File: config.mk
export PLATFORM = sky130hd
export DESIGN_NAME = alu_arbiter
export DESIGN_NICKNAME = d
export VERILOG_FILES = /design/src/rtl/alu_arb_pkg.sv /design/src/rtl/alu_arbiter_rr_arbiter2.sv /design/src/rtl/alu_arbiter.sv
export SDC_FILE = /design/constraint.sdc
export NUM_CORES = 1
export LEC_CHECK = 0
export CORE_ASPECT_RATIO = 1.1
export CORE_MARGIN = 5
export CORE_UTILIZATION = 40
export CTS_BUF_LIST = sky130_fd_sc_hd__clkbuf_4 sky130_fd_sc_hd__clkbuf_8
export DETAILED_ROUTE_END_ITERATION = 10
export PLACE_DENSITY = 0.83
export SYNTH_ARGS = -nofsm -noshare
export SYNTH_HDL_FRONTEND = slang
export SYNTH_SLANG_ARGS = --single-unit
File: constraint.sdc
create_clock -name clk -period 1.9 [get_ports clk]
set_input_delay 0.38 -clock clk [delete_from_list [all_inputs] [get_ports clk]]
set_output_delay 0.38 -clock clk [all_outputs]
set_load 0.02 [all_outputs]
File: src/rtl/alu_arb_pkg.sv
// Shared types and constants for the ALU arbiter slice.
package alu_arb_pkg;

   typedef enum logic [2:0] {
      ADD = 3'b000,
      SUB = 3'b001,
      AND = 3'b010,
      ORR = 3'b011,
      MUL = 3'b100,
      MOV = 3'b101
   } alu_op_e;

   typedef enum logic [1:0] {
      IDLE,
      EXEC,
      RESP
   } arb_state_e;

   localparam int unsigned FLAG_N = 3;
   localparam int unsigned FLAG_Z = 2;
   localparam int unsigned FLAG_C = 1;
   localparam int unsigned FLAG_V = 0;

endpackage

File: src/rtl/alu_arbiter_rr_arbiter2.sv
// Two-way round-robin grant; the requester that did not win last time wins a tie.
module rr_arbiter2 (
   input  logic       clk,
   input  logic       rst_n,
   input  logic [1:0] valid,
   input  logic       accept,
   output logic [1:0] grant,
   output logic       gnt_id
);

   logic last;

   always_comb begin
      gnt_id = (valid == 2'b11) ? ~last : valid[1];
      grant  = '0;
      if (valid != 2'b00)
         grant = gnt_id ? 2'b10 : 2'b01;
   end

   always_ff @(posedge clk) begin
      if (!rst_n)
         last <= 1'b1;
      else if (accept)
         last <= gnt_id;
   end

endmodule

File: src/rtl/alu_arbiter.sv
// Shares one external ALU between two requesters with round-robin grant and a held response.
// ALU_ARB_FLAGREG_EN: when defined, the architectural nzcv register is built and honours req_setf.
module alu_arbiter
   import alu_arb_pkg::*;
#(
   parameter int unsigned N        = 16,
   parameter int unsigned MUL_WAIT = 1
) (
   input  logic           clk,
   input  logic           rst_n,
   input  logic [1:0]     req_valid,
   output logic [1:0]     req_ready,
   input  logic [2*N-1:0] req_a,
   input  logic [2*N-1:0] req_b,
   input  logic [5:0]     req_sel,
   input  logic [1:0]     req_setf,
   output logic [1:0]     resp_valid,
   input  logic [1:0]     resp_ready,
   output logic [2*N-1:0] resp_result,
   output logic [3:0]     resp_flags,
   output logic [3:0]     nzcv,
   output logic [N-1:0]   alu_a,
   output logic [N-1:0]   alu_b,
   output logic [2:0]     alu_sel,
   input  logic [2*N-1:0] alu_result,
   input  logic [3:0]     alu_flags
);

   arb_state_e state;
   logic [1:0] grant;
   logic       gnt_id;
   logic       accept;
   logic       capture;
   logic       owner;
   logic [2:0] cnt;
   logic [2:0] sel_g;

   rr_arbiter2 u_rr (
      .clk    (clk),
      .rst_n  (rst_n),
      .valid  (req_valid),
      .accept (accept),
      .grant  (grant),
      .gnt_id (gnt_id)
   );

   // Ready is gated by reset so nothing is offered while rst_n is low.
   assign req_ready = (rst_n && state == IDLE) ? grant : '0;
   assign accept    = |(req_valid & req_ready);
   assign capture   = (state == EXEC) && (cnt == '0);
   assign sel_g     = gnt_id ? req_sel[5:3] : req_sel[2:0];

   always_ff @(posedge clk) begin
      if (!rst_n) begin
         state       <= IDLE;
         owner       <= 1'b0;
         cnt         <= '0;
         alu_a       <= '0;
         alu_b       <= '0;
         alu_sel     <= '0;
         resp_valid  <= '0;
         resp_result <= '0;
         resp_flags  <= '0;
      end else begin
         case (state)
            IDLE: begin
               if (accept) begin
                  alu_a   <= gnt_id ? req_a[2*N-1:N] : req_a[N-1:0];
                  alu_b   <= gnt_id ? req_b[2*N-1:N] : req_b[N-1:0];
                  alu_sel <= sel_g;
                  owner   <= gnt_id;
                  cnt     <= (sel_g == 3'(MUL)) ? 3'(MUL_WAIT) : '0;
                  state   <= EXEC;
               end
            end
            EXEC: begin
               if (cnt != '0) begin
                  cnt <= cnt - 3'd1;
               end else begin
                  resp_result <= alu_result;
                  resp_flags  <= alu_flags;
                  resp_valid  <= owner ? 2'b10 : 2'b01;
                  state       <= RESP;
               end
            end
            RESP: begin
               if (resp_ready[owner]) begin
                  resp_valid <= '0;
                  state      <= IDLE;
               end
            end
            default: state <= IDLE;
         endcase
      end
   end

`ifdef ALU_ARB_FLAGREG_EN
   logic       setf_q;
   logic [3:0] nzcv_q;

   always_ff @(posedge clk) begin
      if (!rst_n) begin
         setf_q <= 1'b0;
         nzcv_q <= '0;
      end else begin
         if (accept)
            setf_q <= req_setf[gnt_id];
         if (capture && setf_q)
            nzcv_q <= alu_flags;
      end
   end

   assign nzcv = nzcv_q;
`else
   logic setf_unused;
   logic capture_unused;

   assign setf_unused    = ^req_setf;
   assign capture_unused = capture;
   assign nzcv           = '0;
`endif

endmodule

==> metrics.cfg, run 1 <==
[outcome]
outcome=finished with violations
failed_checks=setup timing

[worst_setup_path]
cp_top_family=simple AND/OR/NAND/NOR gates
crit_slowest_cell=or3b_4
crit_path_max_fanout=2
r2r-end=alu_a[3]$_SDFFE_PN0P_
r2r_slack_ps=260
reg2reg_from=state[1]$_SDFFE_PN0P_
path_cells=or3b_4 -> or2_4 -> nor2_4 -> buf_6
critPathKind=flip-flop to output pin
cp-start-kind=flip-flop
critical_path_buf_inv_count=1
end_kind=output pin
cpPeakStageDelay_ps=390
reg2regPathDepth=5
crit_arrival_ps=1530
required_ps=1520

[detailed_routing]
dr_total_vias=3212
ant_nets=0
drt-pass1-iter-count=4
drt_iter0_drc=134
wl_um=9840
viasPerCell=4.80
wl_per_cell_um=14.7
drc=0

[sta]
setup_ws_ps=-11.3
post-route-min-period_ps=1910
setup_viol_count_final=1
final_max_slew_viol_count=0
grt_setup_unrepaired=yes
max_freq_mhz=523
tightest_slew_ps=733
slew_headroom_pct=51.2
fin_skew_ps=11.8
period_share_pct=101
finalHoldViolations=0

[synthesis]
synth_cells=371
ys.flop_type=dfxtp_1
netlist_top_cells_count=dfxtp_1 (80), nand2_1 (76), a21boi_0 (36), mux2i_1 (36), nand3_1 (35)
synth_cell_types=38
synth_top_area_share_pct=46.7
synth_warnings=0
yosysSeqAreaShare_pct=46.7
synth_edf_count=0
synthTopCellsByArea=dfxtp_1 (47%), mux2i_1 (11%), nand2_1 (8.3%)
syn_area_um2=3430
synth_async_sr_flop_share_pct=0
yosysTopAreaCell=dfxtp_1
syn_avg_cell_area_um2=9.24
synth_seq_cells=80
synth_most_common_cell=dfxtp_1

[final_layout]
fin_util_pct=66.9
diodes=0
n_fill_cell=649
syn_to_final_growth_pct=63.1
nets=669
drive_gt1_share_pct=10.8

[power_and_ir_drop]
sequentialPowerShare_pct=45.1
power.density_nw_per_um2=759
power.total_mw=4.25
swShare_pct=29.5
irDropWorstVdd_v=0.000360
p_switching_mw=1.25
share_comb_of_total_power_pct=29.2
intPower_mw=3.00
p_leak_nw=2.07
clkPwrFrac_pct=25.7

[floorplanning]
core_um2=8360
die_x_um=98.3
die_area_um2=10500
start_util_pct=41.0
die_h_um=107
io_pins=193
rows=35

[place]
port_buffers=186
dp_hpwl_um=7230
pre_cts_ws_ps=-490
gp_congestion=0.772

[cts]
clock_latency_ps=340
htree_num_levels=3
postCtsSetupBuffers=0
cts_root_buffer=clkbuf_8
cts_tree=yes
clk_pin_slew_ps=80
cts_buffer_depth=2
cts_buffers=9
cts_sinks=80

[min_path]
holdPathStages=2
holdPathEnd=alu_a[4]$_SDFFE_PN0P_
hp-start=alu_a[4]$_SDFFE_PN0P_
hold_class=flip-flop to flip-flop

[grt]
grt_pass1_vias=3127
antenna_found_initial=0
grt_max_degree=82
grt-ovfl-total=0
grt_pass1_wl_um=15400
track_usage_pct=18.1

[job]
cap_violations=0

## metrics by stage
step                cells  instance area [um2]  setup TNS (ps)  hold slack, ps
global placement      652                 5380           -8370             446
finish                669                 5590           -11.3             461
CTS                   668                 5560           -11.8             464
floorplan             374                 3440               0             447
global route          669                 5590           -79.3             485
detailed placement    652                 5380           -9690             452
## kinds of logic (layout without fill, tap and decap cells)
kind of cell / after synthesis / count (layout) / synth area share (%)
AND/OR/NAND/NOR: 131 / 131 / 17.2
flip-flops: 80 / 80 / 46.7
buffers and inverters: 35 / 219 / 6.46
other: 1 / 4 / 0.109
adder cells (fa/ha/maj): 2 / 2 / 0.730
multiplexers: 37 / 37 / 10.8
AO/OA/AOI/OAI: 85 / 85 / 17.9
## final cells by class
class,instances,area (um2),share of cell area (%)
timing repair buffer,200,2020,36.2
multi-input combinational,259,1640,29.4
sequential,80,1600,28.7
clock buffer,11,139,2.48
tap,111,139,2.48
clock inverter,5,33.8,0.604
inverter,3,11.3,0.201
## state kept, by name (all words and copies together) (netlist names)
name	count
resp_result	32
alu_a	16
alu_b	16
resp_flags	4
alu_sel	3
cnt	3
resp_valid	2
state	2
owner	1
u_rr.last	1
## what timing repair did
action / 4_1_cts / 5_1_grt
resized for setup: 14 / 2
setup endpoints to repair: 2 / 38
cloned: 0 / 1
hold buffers: 0 / 0
pin swaps: 1 / 0
## worst reg2reg max path, stage by stage, from the launching register on
cell	delay, ps
dfxtp_2	330
or3b_4	390
or2_4	260
buf_6	270
nand3_1	190
o21ai_1	80
## power groups by stage
stage | combinational [mW] | sequential, mW | clock, mW
after CTS | 1.24 | 1.92 | 1.14
after floorplan | 0.441 | 2.12 | 0
after global routing | 1.33 | 1.94 | 1.20
final | 1.24 | 1.92 | 1.09
after detailed placement | 1.23 | 1.95 | 0
after global placement | 1.21 | 1.94 | 0
## metal layers
| layer | part of all wire, % | routed length [um] | track usage, % |
|---|---|---|---|
| met5 | 0 | 0 | 0 |
| met2 | 46 | 4550 | 29.9 |
| met3 | 11 | 1090 | 8.07 |
| met4 | 1.1 | 106 | 5.37 |
| met1 | 42 | 4090 | 21.0 |
## cell usage in the layout (no fill, tap or decap), types with 2 or more instances in the layout
| cell type | synthesis | final |
|---|---|---|
| ha_1 | 2 | 2 |
| conb_1 | 1 | 4 |
| o21ai_1 | 17 | 17 |
| nor2b_1 | 5 | 5 |
| clkinvlp_4 | 0 | 2 |
| clkinv_2 | 0 | 2 |
| a21boi_0 | 36 | 36 |
| inv_1 | 3 | 3 |
| nor2_1 | 5 | 4 |
| buf_6 | 8 | 2 |
| clkdlybuf4s50_1 | 0 | 183 |
| dfxtp_1 | 80 | 79 |
| buf_12 | 0 | 2 |
| o22ai_1 | 2 | 2 |
| buf_4 | 5 | 9 |
| nand3_1 | 35 | 35 |
| clkbuf_4 | 0 | 2 |
| clkbuf_8 | 0 | 9 |
| mux2i_1 | 36 | 36 |
| a21oi_1 | 2 | 2 |
| o21a_1 | 2 | 2 |
| o21ai_2 | 18 | 18 |
| buf_2 | 9 | 2 |
| nand2_1 | 76 | 76 |
| and2_1 | 2 | 2 |
## worst max-delay path by stage
stage	startpoint	end	slack [ps]	depth (start not counted)
floorplan	rst_n	req_ready[0]	80	5
global placement	req_valid[0]	req_ready[0]	-490	5
detailed placement	req_valid[0]	req_ready[0]	-490	5
CTS	state[1]$_SDFFE_PN0P_	req_ready[0]	-10	4
global route	state[1]$_SDFFE_PN0P_	req_ready[0]	-80	4
finish	state[1]$_SDFFE_PN0P_	req_ready[0]	-10	4
No activity file was read; power rests on OpenSTA's default activity.
==> inputs of run 2 (changes only) <==
--- a/config.mk
+++ b/config.mk
@@ -7,10 +7,10 @@
 export LEC_CHECK = 0
 export CORE_ASPECT_RATIO = 1.1
 export CORE_MARGIN = 5
-export CORE_UTILIZATION = 40
+export CORE_UTILIZATION = 36
 export CTS_BUF_LIST = sky130_fd_sc_hd__clkbuf_4 sky130_fd_sc_hd__clkbuf_8
 export DETAILED_ROUTE_END_ITERATION = 10
-export PLACE_DENSITY = 0.83
+export PLACE_DENSITY = 0.79
 export SYNTH_ARGS = -nofsm -noshare
 export SYNTH_HDL_FRONTEND = slang
 export SYNTH_SLANG_ARGS = --single-unit
==> constraint.sdc (replaced) <==
create_clock -name clk -period 1.6 [get_ports clk]
set_input_delay 0.32 -clock clk [delete_from_list [all_inputs] [get_ports clk]]
set_output_delay 0.32 -clock clk [all_outputs]
set_load 0.02 [all_outputs]
==> metrics.cfg, run 2 (synthesized netlist as in run 1, its figures left out) <==
[final_layout]
final_common_cell=clkdlybuf4s50_1  ; unchanged
syn_to_final_growth_pct=62.3  ; was 63.1%
diodes=0  ; unchanged
layout_common_cells=clkdlybuf4s50_1 (108), dfxtp_1 (80), nand2_1 (76)  ; was clkdlybuf4s50_1 (183), dfxtp_1 (79), nand2_1 (76)
nets=675  ; was 669
drive_gt1_share_pct=11.7  ; was 10.8%
regMostFlops=resp_result  ; unchanged
largest_reg_flops=32  ; unchanged
top_regs=resp_result (32), alu_a (16), alu_b (16)  ; unchanged
fin_util_pct=59.5  ; was 66.9%

[cts]
cts_root_buffer=clkbuf_8  ; unchanged
clock_latency_ps=350  ; was 340 ps
cts_sinks=80  ; unchanged
clk_pin_slew_ps=70  ; was 80 ps
cts_buffer_depth=2  ; unchanged
cts_tree=yes  ; unchanged
cts_buffers=9  ; unchanged
htree_num_levels=3  ; unchanged

[grt]
grt_pass1_wl_um=15900  ; was 15,400 um
grt_pass1_vias=3222  ; was 3,127
top_usage_layer=met2  ; unchanged
use_met3_pct=8.27  ; was 8.07%
grtUsageMet1_pct=19.6  ; was 21.0%
grt-ovfl-total=0  ; unchanged
track_usage_pct=17.4  ; was 18.1%
grt_max_degree=82  ; unchanged
met2_usage_pct=29.1  ; was 29.9%
antenna_found_initial=0  ; unchanged

[detailed_routing]
wl_per_cell_um=15.1  ; was 14.7 um
drt-pass1-iter-count=4  ; unchanged
ant_nets=0  ; unchanged
drt_iter0_drc=70  ; was 134
drc=0  ; unchanged
wl_um=10300  ; was 9840 um
viasPerCell=4.82  ; was 4.80
dr_total_vias=3280  ; was 3,212

[outcome]
failed_checks=setup timing  ; unchanged
outcome=finished with violations  ; unchanged

[worst_setup_path]
required_ps=1280  ; was 1520 ps
critical_path_buf_inv_count=1  ; unchanged
r2r-end=alu_b[13]$_SDFFE_PN0P_  ; was alu_a[3]$_SDFFE_PN0P_
crit_end=req_ready[0]  ; unchanged
reg2reg_from=state[1]$_SDFFE_PN0P_  ; unchanged
crit_path_max_fanout=2  ; unchanged
critPathLaunch=state[1]$_SDFFE_PN0P_  ; unchanged
path_cells=or3b_4 -> or2_4 -> nor2_4 -> buf_6  ; unchanged
cpPeakStageDelay_ps=400  ; was 390 ps
path_depth=4  ; unchanged
r2r_slack_ps=-180  ; was 260 ps
crit_slowest_cell=or3b_4  ; unchanged
cp-start-kind=flip-flop  ; unchanged
critPathKind=flip-flop to output pin  ; unchanged
reg2regPathDepth=5  ; unchanged
cp_top_family=simple AND/OR/NAND/NOR gates  ; unchanged
end_kind=output pin  ; unchanged
crit_arrival_ps=1510  ; was 1530 ps

[sta]
fin_skew_ps=7.38  ; was 11.8 ps
period_share_pct=115
setup_ws_ps=-233  ; was -11.3 ps
setup_viol_count_final=37  ; was 1
grt_setup_unrepaired=yes  ; unchanged
post-route-min-period_ps=1830
slew_headroom_pct=49.4  ; was 51.2%
finalHoldViolations=0  ; unchanged
final_max_slew_viol_count=0  ; unchanged
max_freq_mhz=546
tightest_slew_ps=759  ; was 733 ps

[power_and_ir_drop]
power.density_nw_per_um2=927  ; was 759 nW/um2
p_leak_nw=2.41  ; was 2.07 nW
irDropWorstVdd_v=0.000610  ; was 0.000360 V

[floorplanning]
io_pins=193  ; unchanged
die_x_um=103  ; was 98.3 um
die_h_um=112  ; was 107 um
start_util_pct=36.7  ; was 41.0%
core_um2=9350  ; was 8360 um2
die_area_um2=11600  ; was 10,500 um2
rows=37  ; was 35

[place]
gp_congestion=0.794  ; was 0.772
dp_hpwl_um=7880  ; was 7230 um
pre_cts_ws_ps=-677  ; was -490 ps
port_buffers=186  ; unchanged

[job]
cap_violations=0  ; unchanged

[min_path]
hold_class=flip-flop to flip-flop  ; unchanged

## run 2: cell count changes in the layout (fill, tap and decap cells not counted), moves of 2 or more
cell             before  now
clkdlybuf4s50_1     183  108
clkbuf_8              9   12
clkbuf_4              2    0
clkinvlp_4            2    0
dlygate4sd2_1         0   75
buf_4                 9   17
## run 2: how the worst min path moves through the flow
stage	cells after the start	to	from
global route	2	cnt[0]$_SDFFE_PN0P_	cnt[0]$_SDFFE_PN0P_
detailed placement	2	alu_a[1]$_SDFFE_PN0P_	alu_a[1]$_SDFFE_PN0P_
CTS	2	alu_a[1]$_SDFFE_PN0P_	alu_a[1]$_SDFFE_PN0P_
floorplan	2	cnt[0]$_SDFFE_PN0P_	cnt[0]$_SDFFE_PN0P_
finish	2	alu_a[1]$_SDFFE_PN0P_	alu_a[1]$_SDFFE_PN0P_
global placement	2	alu_b[11]$_SDFFE_PN0P_	alu_b[11]$_SDFFE_PN0P_
## run 2: metal layers
metal	share of wire, %	vias to the layer above
li1	-	1646
met1	37	1476
met2	48	142
met3	13	16
met4	1.4	0
met5	0	-
## run 2: layout make-up
type	count	area, um2
timing repair buffer	206	1940
fill	854	3780
clock inverter	3	40.0
multi-input combinational	259	1660
clock buffer	12	165
tap	117	146
sequential	80	1600
inverter	3	11.3
## run 2: timing repair
action | in CTS | in global routing
pin swaps | 3 | 2
gates resized for setup | 93 | 2
endpoints found under the setup margin | 112 | 40
hold buffers | 0 | 0
setup buffers | 0 | 1
## run 2: where the power goes
part	switching (mW)	total, mW	leakage [nW]	internal [mW]
registers	0.0897	2.27	0.657	2.18
clock network	0.680	1.52	0.108	0.835
logic	0.705	1.38	1.64	0.674
## run 2: worst register-to-register path: cells and delay by family (launching register included)
family                 cells  cell delay (ps)
DFF                        1              310
buffers and inverters      1              370
and+or+nand+nor            3              860
AOI/OAI and AO/OA          1              100
## run 2: stage by stage
stage / hold slack [ps] / TNS, ps / instance area (um2) / std cells / power (mW)
after floorplan: 447 / -73.5 / 3450 / 374 / 3.05
after global placement: 446 / -16740 / 5420 / 664 / 3.77
after detailed placement: 454 / -20090 / 5420 / 664 / 3.81
after CTS: 463 / -4700 / 5550 / 679 / 5.23
after global routing: 488 / -8250 / 5570 / 680 / 5.44
final: 459 / -4710 / 5570 / 680 / 5.16
